`src/rtl/or_sched_pkg.sv`:
```
// Shared definitions for the Or-cell scheduler: state encoding and the
// round-robin winner search.
package or_sched_pkg;

    localparam logic [1:0] IDLE = 2'd0;
    localparam logic [1:0] RUN  = 2'd1;
    localparam logic [1:0] DONE = 2'd2;

    localparam int unsigned MAX_REQ = 64;
    localparam int unsigned IDX_W   = $clog2(MAX_REQ);

    // First set bit of req searching ptr+1, ptr+2, ... modulo n.
    function automatic int unsigned rr_pick(input logic [MAX_REQ-1:0] req,
                                            input int unsigned ptr,
                                            input int unsigned n);
        int unsigned     win;
        logic            found;
        logic [IDX_W-1:0] idx;
        win   = 0;
        found = 1'b0;
        for (int unsigned k = 1; k <= MAX_REQ; k++) begin
            if (k <= n) begin
                idx = IDX_W'((ptr + k) % n);
                if (!found && req[idx]) begin
                    win   = int'(idx);
                    found = 1'b1;
                end
            end
        end
        return win;
    endfunction

endpackage

```
`src/rtl/or_unit_scheduler_cell.sv`:
```
// Single-bit Or cell shared by all requesters of the scheduler.
module or_unit_scheduler_cell (
    input  logic a,
    input  logic b,
    output logic res
);
    assign res = a | b;
endmodule

```
`src/rtl/or_unit_scheduler.sv`:
```
// Round-robin scheduler that time-shares one 1-bit Or cell, running each
// granted operand pair through it bit-serially, LSB first.
module or_unit_scheduler
    import or_sched_pkg::*;
#(
    parameter  int unsigned NUM_REQ = 4,
    parameter  int unsigned WIDTH   = 8,
    localparam int unsigned ID_W    = $clog2(NUM_REQ)
) (
    input  logic                     clk,
    input  logic                     rst,
    input  logic [NUM_REQ-1:0]       req,
    input  logic [NUM_REQ*WIDTH-1:0] a_bus,
    input  logic [NUM_REQ*WIDTH-1:0] b_bus,
    output logic [NUM_REQ-1:0]       gnt,
    output logic                     busy,
    output logic [WIDTH-1:0]         res,
    output logic [ID_W-1:0]          res_id,
    output logic                     res_valid
);
    localparam int unsigned CNT_W = (WIDTH > 1) ? $clog2(WIDTH) : 1;

    logic [1:0]         r_state;
    logic [ID_W-1:0]    r_ptr;
    logic [ID_W-1:0]    r_id;
    logic [WIDTH-1:0]   r_a_sh;
    logic [WIDTH-1:0]   r_b_sh;
    logic [WIDTH-1:0]   r_res_sh;
    logic [CNT_W-1:0]   r_cnt;
    logic [NUM_REQ-1:0] r_gnt;
    logic [WIDTH-1:0]   r_res;
    logic [ID_W-1:0]    r_res_id;
    logic               r_res_valid;

    logic [ID_W-1:0]    w_win;
    logic               w_cell_res;
    logic [WIDTH-1:0]   w_res_next;

    assign w_win = ID_W'(rr_pick(MAX_REQ'(req), 32'(r_ptr), NUM_REQ));

    or_unit_scheduler_cell u_cell (
        .a   (r_a_sh[0]),
        .b   (r_b_sh[0]),
        .res (w_cell_res)
    );

    // Result bits enter at the MSB so the LSB-first stream lands in place.
    generate
        if (WIDTH == 1) begin : g_w1
            assign w_res_next = w_cell_res;
        end else begin : g_wn
            assign w_res_next = {w_cell_res, r_res_sh[WIDTH-1:1]};
        end
    endgenerate

    always_ff @(posedge clk) begin
        if (rst) begin
            r_state     <= IDLE;
            r_ptr       <= ID_W'(NUM_REQ - 1);
            r_id        <= '0;
            r_a_sh      <= '0;
            r_b_sh      <= '0;
            r_res_sh    <= '0;
            r_cnt       <= '0;
            r_gnt       <= '0;
            r_res       <= '0;
            r_res_id    <= '0;
            r_res_valid <= 1'b0;
        end else begin
            r_gnt       <= '0;
            r_res_valid <= 1'b0;
            case (r_state)
                IDLE: begin
                    if (|req) begin
                        r_a_sh  <= a_bus[w_win*WIDTH +: WIDTH];
                        r_b_sh  <= b_bus[w_win*WIDTH +: WIDTH];
                        r_id    <= w_win;
                        r_ptr   <= w_win;
                        r_cnt   <= '0;
                        r_gnt   <= NUM_REQ'(1) << w_win;
                        r_state <= RUN;
                    end
                end
                RUN: begin
                    r_res_sh <= w_res_next;
                    r_a_sh   <= r_a_sh >> 1;
                    r_b_sh   <= r_b_sh >> 1;
                    r_cnt    <= r_cnt + CNT_W'(1);
                    if (r_cnt == CNT_W'(WIDTH - 1)) begin
                        r_state     <= DONE;
                        r_res       <= w_res_next;
                        r_res_id    <= r_id;
                        r_res_valid <= 1'b1;
                    end
                end
                DONE:    r_state <= IDLE;
                default: r_state <= IDLE;
            endcase
        end
    end

    assign gnt       = r_gnt;
    assign busy      = (r_state != IDLE);
    assign res       = r_res;
    assign res_id    = r_res_id;
    assign res_valid = r_res_valid;

endmodule

```
`config.mk`:
```
export PLATFORM = sky130hd
export DESIGN_NAME = or_unit_scheduler
export DESIGN_NICKNAME = d
export VERILOG_FILES = /design/src/rtl/or_sched_pkg.sv /design/src/rtl/or_unit_scheduler_cell.sv /design/src/rtl/or_unit_scheduler.sv
export SDC_FILE = /design/constraint.sdc
export NUM_CORES = 1
export LEC_CHECK = 0
export CAP_MARGIN = 20
export CORE_AREA = 2 2 84 78
export DETAILED_ROUTE_END_ITERATION = 12
export DIE_AREA = 0 0 86 80
export MAX_ROUTING_LAYER = met4
export PLACE_DENSITY = 0.72
export SETUP_SLACK_MARGIN = 0.15
export SLEW_MARGIN = 20
export SYNTH_ARGS = -nofsm -noshare
export SYNTH_HDL_FRONTEND = slang
export SYNTH_SLANG_ARGS = --single-unit
```
`constraint.sdc`:
```
create_clock -name clk -period 2.6 [get_ports clk]
set_input_delay 0.39 -clock clk [delete_from_list [all_inputs] [get_ports clk]]
set_output_delay 0.39 -clock clk [all_outputs]
set_load 0.005 [all_outputs]
```
Word-level counts from Yosys, hierarchy flattened
Index checks and enable logic that the tools add are counted.
- flip-flop bits (word level): 48
- logic and storage cells: 72
- output and inout bits: 16
- input port bits: 70
- bitwise logic cells: 4
- multiplexer cells: 25
- $lt $le $gt $ge: 4
- add/subtract/negate cells: 5
- equal/unequal tests: 4
- reduce and logical (&&, ||, !) cells: 16
- shifts and indexed selects: 3
- operators by type and width (kind ; number):
    32-bit by 6-bit indexed part select with 8-bit output ; 2
    8-bit case mux with 2 select lines ; 2
    2-bit by 7-bit less-than comparator with 1-bit output (second input constant) ; 4
    8-bit two-way mux ; 2
    2-bit two-way mux ; 6
    1-bit binary-select mux with 2-bit select ; 4
    1-bit two-way mux ; 8
    2-bit AND reduction ; 4
    3-bit case mux with 2 select lines ; 1
    2-bit by 1-bit adder with 2-bit output (second input constant) ; 2
    2-bit adder (second input constant) ; 2
    2-bit inequality test (second input constant) ; 2
    2-bit case mux with 2 select lines ; 1
    2-bit nonzero test ; 2
    4-bit OR reduction ; 1
    1-bit by 2-bit << shifter with 4-bit output (first input constant) ; 1
    3-bit by 1-bit adder with 3-bit output (second input constant) ; 1
    3-bit equality test (second input constant) ; 1
    1-bit logical AND ; 3
    1-bit zero test ; 3
    3-bit two-way mux ; 1
    1-bit NOT ; 3
    3-bit OR reduction ; 1
    2-bit by 1-bit equality test with 1-bit output (second input constant) ; 1
    3 further kinds ; 3

Depth between registers and ports, before layout
- depth after elaboration: 16
- gate-level depth with buffers: 8
- depth with buffers taken out: 5

Cells and area by module
A second synthesis with hierarchy kept.
- cell total of the unflattened synthesis: 301
- area, all modules: 2349.8 µm²
- by module, submodules not included (module ; times used ; cells each ; seq. area each (µm²) ; area an instance (µm²)):
    or_unit_scheduler ; 1 ; 300 ; 940.9 ; 2343.5
    or_unit_scheduler_cell ; 1 ; 1 ; 0.0 ; 6.3

Worst setup path before layout
No wires, ideal clock.
- kind: in2reg
- from: in req[1]
- to: reg r_a_sh[5]
- library setup time: 0.120 ns
- data required time: 2.480 ns
- stages: 6
- setup slack: 0.934 ns
- path buffers: 1
- data arrival time: 1.546 ns
- path through: nor2b_1 a21oi_1 o221a_1 buf_4 mux2_1 a211o_1
- cells in the longest elaborated chain, start to end: 15
- elaborated cells between the ends (all ways): 27
- classes of those cells: eq/ne (1); shift (1); mux (17); reduce/logical (8)
- ends and longest elaborated chain (item ; line ; text):
    start, declared ; or_unit_scheduler.sv:12 ; input logic [NUM_REQ-1:0] req,
    1-bit binary-select mux with 2-bit select ; or_sched_pkg.sv:24 ; if (!found && req[idx]) begin
    1-bit two-way mux (not written as such) ; or_sched_pkg.sv:24 ;
    1-bit two-way mux ; or_sched_pkg.sv:24 ;
    1-bit zero test ; or_sched_pkg.sv:24 ;
    1-bit logical AND ; or_sched_pkg.sv:24 ;
    1-bit two-way mux ; or_sched_pkg.sv:24 ;
    1-bit zero test ; or_sched_pkg.sv:24 ;
    1-bit logical AND ; or_sched_pkg.sv:24 ;
    1-bit two-way mux ; or_sched_pkg.sv:24 ;
    1-bit zero test ; or_sched_pkg.sv:24 ;
    1-bit logical AND ; or_sched_pkg.sv:24 ;
    2-bit two-way mux ; or_sched_pkg.sv:24 ;
    32-bit by 6-bit indexed part select with 8-bit output ; or_unit_scheduler.sv:75 ; r_a_sh <= a_bus[w_win*WIDTH +: WIDTH];
    8-bit two-way mux ; or_unit_scheduler.sv:74 ; if (|req) begin
    8-bit case mux with 2 select lines ; or_unit_scheduler.sv:72 ; case (r_state)
    end signal, assigned ; or_unit_scheduler.sv:75 ;
    end signal, assigned ; or_unit_scheduler.sv:86 ; r_a_sh <= r_a_sh >> 1;
    end, declared ; or_unit_scheduler.sv:26 ; logic [WIDTH-1:0] r_a_sh;
Parallel ways exist; a longest one is shown, timed or not. The select of a mux whose other input is x is not followed.
A chain may end at the register's enable or synchronous reset.

Worst setup path in the final report
- from: in req[0]
- to: reg r_a_sh[3]
The elaborated chain is that of the path after synthesis.

==> key figures <==
Placed design
  – Post-place setup slack: 368 ps
  – IO Port Bufs: 85
  – Post-DP HPWL: 3.99 mm
  – Gp weighted congestion: 0.810

Timing
  – Max_slew headroom: 37.7%
  – Clock Skew: 7.88 ps
  – Fin. max-slew vios: 0
  – Min Tclk post-route: 1890 ps
  – RSZ-0062 raised after global routing: false
  – TNS Setup: 0 ps
  – Fin worst setup slack: 707 ps
  – Final setup vio count: 0
  – Max Freq: 528 MHz
  – Hold Fails Final Rpt: 0
  – WHS: 458 ps
  – Crit share post-route: 72.8%
  – Worst-Margin Slew: 935 ps

Critical path
  – Crit Path Max Fanout: 35
  – Worst-path cell chain: clkdlybuf4s50_1, nand2_1, a21oi_1, o221a_2, buf_12, mux2i_1, o221ai_2
  – Crit path DAT: 2070 ps
  – Req. time, crit path: 2780 ps
  – Worst r2r src: r_ptr[1]
  – Slowest library cell on the worst path: clkdlybuf4s50_1
  – CP delay by family, top: buffers and inverters
  – Reg2reg setup slack: 850 ps
  – Worst path max stage delay: 530 ps
  – Crit. Startpoint: req[0]
  – Critical path buffer and inverter count: 2
  – Worst setup EP type: register
  – Setup CP Type: in -> reg
  – Worst Setup Start Kind: primary input

Floorplanning
  – Rows: 27
  – Placeable core region: 5980 um2
  – Die Height: 80 um
  – Initial Util: 39.3%
  – Die Outline Area: 6880 um2
  – Top-Level Pins: 86
  – Die W: 86 um

Logic synthesis
  – Mapped Avg Cell Area: 8.83 um2
  – Synth Area in Simple Gates: 19.2%
  – Warnings from Yosys: 0
  – Synthesized net count: 338
  – Synthesized flop and latch total: 47
  – Mapped Area: 2350 um2
  – Library cells used by synthesis: 31
  – Main combinational cell family by area after synthesis: compound AO/OA/AOI/OAI gates
  – Synthesized-area fraction occupied by adder cells: 1.07%
  – XOR/XNOR share of the synthesized area: 0%
  – Seq/Total Area, Yosys: 40.1%
  – Mapped Cells: 266
  – Synth Area in Compound Gates: 20.4%
  – Post-synthesis mux area share: 14.1%

Clocking
  – Setup Buffers After CTS: 0
  – Clock buffer depth: 2
  – CTS tree: yes
  – Worst-path clk slew: 80 ps
  – Hold Buf Count CTS: 0
  – Resize count post-CTS: 0
  – Inserted Clock Buffers: 5
  – CTS Sinks: 47
  – Skew-Pair Late Insertion Delay: 300 ps
  – H-tree depth: 2
  – CTS root buf: clkbuf_8

Detailed routing
  – Final ANT Viol Nets: 0
  – Routed wire length: 5.40 mm
  – Vias after detailed routing: 2135
  – Vias per inst: 5.12
  – Post-route DRC: 0
  – WL per Instance: 13.0 um
  – Drt pass-1 iters: 4
  – Initial DRC Count: 96

Pwr
  – Static Leakage: 1.31 nW
  – Cell Pwr Density: 528 nW/um2
  – Maximum vdd drop: 0.237 mV

Global route
  – Gr usage total: 16.7%
  – Vias in the first global route: 2038
  – Initial antenna violation count: 0
  – First-pass GRT wire length: 8.98 mm
  – Largest net degree at the start of global routing: 36
  – GR Overflow Total: 0

Run
  – MaxCap Viol Count: 0

Layout
  – Fill count: 552
  – Share of layout cells above drive strength 1: 8.70%
  – Antenna cells: 0
  – Nets: 416
  – Most common cell after layout, fill and taps aside: clkdlybuf4s50_1
  – Area Growth Syn to Fin: 43.3%
  – Most frequent cells in the layout: 84 x clkdlybuf4s50_1, 52 x nand2_1, 47 x dfxtp_1, 32 x mux2i_1, 23 x a21oi_1

Hold path
  – Min-Delay Path Class: reg -> reg
  – Hold Path Origin: res[3]

Run status
  – Outcome: completed
[metrics by stage]
stage	std cells	power [mW]	instance area, um2	util (%)
2_1_floorplan	266	1.09	2350	-
3_3_place_gp	409	1.26	3250	54.4
3_5_place_dp	409	1.27	3250	54.4
4_1_cts	417	1.79	3370	56.3
5_1_grt	417	1.87	3370	56.3
6_report	417	1.78	3370	56.3
[kinds of logic (layout without fill, tap and decap cells)]
group                    after synthesis  after routing
AO/OA/AOI/OAI                         60             60
adder cells (fa/ha/maj)                2              2
buffers and inverters                 23            102
flip-flops                            47             47
multiplexers                          33             33
AND/OR/NAND/NOR                      101            101
[where the power goes]
| part | internal [mW] | switching, mW |
|---|---|---|
| logic | 0.243 | 0.189 |
| registers | 0.779 | 0.0346 |
| clock network | 0.286 | 0.245 |
[Yosys cell counts, drive strengths merged]
cell | instances | area, um2
a211o | 2 | 17.5
or2 | 1 | 6.26
nor3 | 3 | 15.0
nand2 | 52 | 195
nand4b | 2 | 17.5
a31o | 1 | 17.5
dfxtp | 47 | 941
clkbuf | 9 | 33.8
ha | 2 | 25.0
a211oi | 2 | 15.0
o21bai | 1 | 7.51
nor2b | 2 | 12.5
or3 | 1 | 6.26
nor2 | 16 | 60.1
a21o | 15 | 113
mux2i | 32 | 320
inv | 1 | 3.75
nand2b | 4 | 32.5
and2 | 2 | 12.5
mux2 | 1 | 11.3
nand3 | 17 | 85.1
o221ai | 15 | 181
buf | 13 | 85.1
nand3b | 1 | 7.51
o221a | 1 | 11.3
a21oi | 23 | 115
[state kept, by name, summed over array words and instances (netlist names)]
signal	flops
gnt	4
r_a_sh	8
r_b_sh	8
r_cnt	3
r_id	2
r_ptr	2
r_res_sh	7
r_state	2
res	8
res_id	2
res_valid	1
[worst paths after layout]
kind | cells past startpoint | end
worst min register to register | 2 | res[3]
worst max-delay path | 7 | r_a_sh[3]
worst max register to register | 6 | r_a_sh[3]
worst min-delay path | 2 | res[3]
[layout make-up]
cell class	count	area (um2)	area share, %
well taps	72	90.1	2.68
multi-input cells	196	1290	38.3
clock buffers	5	68.8	2.04
repair buffers	93	931	27.7
inverters	1	3.75	0.112
flip-flops and latches	47	941	28.0
clock inverters	3	43.8	1.30
[worst register-to-register path, delay by kind of cell (launching register included)]
kind | cells | cell delay [ps]
flip-flops | 1 | 470
AND/OR/NAND/NOR | 1 | 80
buffers and inverters | 1 | 240
AO/OA/AOI/OAI | 3 | 540
multiplexers | 1 | 310
[layer usage]
layer	routed length (um)	share of wire (%)	GRT usage, %
met1	2420	45	19.3
met2	2700	50	29.2
met3	239	4.4	3.41
met4	41	0.76	4.76
met5	0	0	-
No activity file was read; power rests on OpenSTA's default activity.
==> patch: new RTL, config.mk and constraints unchanged <==
Make the reset (`rst`) asynchronous in one clocked block.
--- a/src/rtl/or_unit_scheduler.sv
+++ b/src/rtl/or_unit_scheduler.sv
@@ -54,5 +54,5 @@
     endgenerate
 
-    always_ff @(posedge clk) begin
+    always_ff @(posedge clk or posedge rst) begin
         if (rst) begin
             r_state     <= IDLE;
Formal check against the unedited RTL: differs if rst is asserted again (counterexample within 4 cycles, from zero or initial values and one cycle with rst high); with rst held inactive, the same outputs for 10 cycles.
==> patch against the unedited design <==
First-iteration DRC count grew 42%; global-route usage up 1.7 points; worst setup slack worse by 0.28 ns; design area rose by 2.4%; synthesized area increased by 4.4%; wire length is 10% higher; sequential cell count stayed put; critical path type is now reg -> reg; largest cell class is now registers; highest routed layer unchanged.
Power is not compared: it rests on default switching activity, and its combinational part moved more than twofold at a synthesized area within 25%.
==> patch: results (changes against the unedited design) <==
drt:
  wl_per_cell_um: 15.57  # was 12.96 µm
  routed_wl_mm: 5.964  # was 5.403 mm
  dr.first_iter.drc_count: 136  # was 96
  vias: 2038  # was 2,135
grt:
  grt_max_degree: 25  # was 36
  grt_pass1_wl_mm: 9.639  # was 8.983 mm
  track_usage_pct: 18.38  # was 16.68%
  antenna_found_initial: 0  # unchanged
timing:
  finClkSkew_ns: 0.008785  # was 0.007881 ns
  relSlewSlack_pct: 59.01  # was 37.67%
synth:
  ys.flop_type: "dfrtp_1"  # was dfxtp_1
  postSynthAreaPerCell_um2: 10.85  # was 8.829 µm²
  yosysUniqueCellTypes: 39  # was 31
  synth.area.top_cells: "dfrtp_1 46%, mux2i_1 6.5%, a22o_1 5.0%"  # was dfxtp_1 40%, mux2i_1 14%, nand2_1 8.3%
  synthTopCellsByCount: "45 x dfrtp_1, 32 x nand2_1, 16 x a31oi_1, 16 x mux2i_1"  # was 52 x nand2_1, 47 x dfxtp_1, 32 x mux2i_1, 23 x a21oi_1, 17 x nand3_1
  ys_seq_area_share_pct: 48.06  # was 40.06%
  synth_fp_nets: 298  # was 338
  yosysWarnings: 0  # unchanged
  async_reset_ff_share_pct: 100.0  # was 0%
min_path:
  min_path_type: "in -> async"  # was reg -> reg
clock_tree:
  cts_setup_buffers: 0  # unchanged
  htreeDepth: 2  # unchanged
  cts_buffers: 5  # unchanged
  clk_pin_slew_ns: 0.08  # about the same
  cts_root_buf: "clkbuf_8"  # unchanged
  ctsResizeCount: 0  # unchanged
  clock_latency_ns: 0.29
setup_path:
  rr_startpoint: "r_ptr[1]$_DFFE_PP1P_"  # was r_ptr[1]$_SDFFE_PP1N_
  cp.arrival_ns: 2.32  # was 2.07 ns
  critPathKind: "reg -> reg"  # was in -> reg
  ff2ff_path_depth: 6  # unchanged
  crit_end: "r_a_sh[0]$_DFFE_PP0P_"  # was r_a_sh[3]$_SDFFE_PP0P_
  critPathSlowestCell: "dfstp_2"  # was clkdlybuf4s50_1
  slowest_delay_ns: 0.62  # was 0.53 ns
  r2r_setup_slack_ns: 0.43  # was 0.85 ns
  crit_fanout: 17  # was 35
placed_design:
  place.gp.congestion: 0.8306  # was 0.8097
  dpl.hpwl_mm: 4.483  # was 3.993 mm
  place.port_buffers: 85  # unchanged
run:
  cap_violations: 0  # unchanged
layout:
  drive_gt1_share_pct: 14.15  # was 8.696%
  fin_nets: 382  # was 416
outcome:
  status: "completed"  # unchanged
power_and_ir_drop:
  ir_drop_mv: 0.4066
  p_leak_nw: 1.506
-- patch: kinds of logic (layout without fill, tap and decap cells) --
kind of cell,count (synthesis),count (layout),share of synthesized area (%)
simple gates,63,63,11.63
buf+inv,22,107,5.918
flops,47,47,48.06
fa+ha+maj,2,2,1.020
compound gates,66,66,22.09
mux,26,26,11.28
-- patch: critical path: cells and delay by family (launching register included) --
family,cells,cell delay [ns]
flip-flops,1,0.62
multiplexers,2,0.60
AND/OR/NAND/NOR,1,0.32
AO/OA/AOI/OAI,2,0.29
buffers and inverters,1,0.19
-- patch: how the worst min path moves through the flow --
| stage | from | slack (ns) | depth (start not counted) | end |
|---|---|---|---|---|
| after floorplan | r_res_sh[1]$_DFFE_PP0P_ | 0.44 | 2 | r_res_sh[1]$_DFFE_PP0P_ |
| after detailed placement | r_id[1]$_DFFE_PP0P_ | 0.46 | 1 | r_id[1]$_DFFE_PP0P_ |
| after global routing | rst | 0.49 | 2 | r_cnt[0]$_DFFE_PP0P_ |
| final | rst | 0.47 | 2 | r_cnt[0]$_DFFE_PP0P_ |
| after global placement | r_id[1]$_DFFE_PP0P_ | 0.46 | 1 | r_id[1]$_DFFE_PP0P_ |
| after CTS | rst | 0.47 | 2 | r_cnt[0]$_DFFE_PP0P_ |
-- patch: power by group --
group	total [mW]	switching [mW]	internal, mW
clock network	0.441	0.227	0.215
logic	1.69	0.816	0.873
registers	1.29	0.203	1.08
total	3.42	1.25	2.17
-- patch: stage by stage --
stage	instance area [µm²]	util [%]	hold WS, ns	setup WS, ns
2_1_floorplan	2452	-	0.4402	0.7285
3_3_place_gp	3354	56.10	0.4557	0.2613
3_5_place_dp	3354	56.10	0.4643	0.1951
4_1_cts	3446	57.63	0.4674	0.4739
5_1_grt	3446	57.63	0.4859	0.3049
6_report	3446	57.63	0.4660	0.4285
-- patch: per-layer routing --
| metal | track usage (%) | part of all wire [%] |
|---|---|---|
| met5 | - | 0 |
| met4 | 3.810 | 0.45 |
| met3 | 4.757 | 6.3 |
| met2 | 27.44 | 46 |
| met1 | 25.31 | 48 |
-- patch: final cells by class --
cell class                 count  area (µm²)
fill                         543        2534
sequential                    47        1179
multi-input combinational    157        1131
timing repair buffer          92       928.4
tap                           72       90.09
clock buffer                   7       86.33
inverter                       7       26.28
clock inverter                 1       5.005
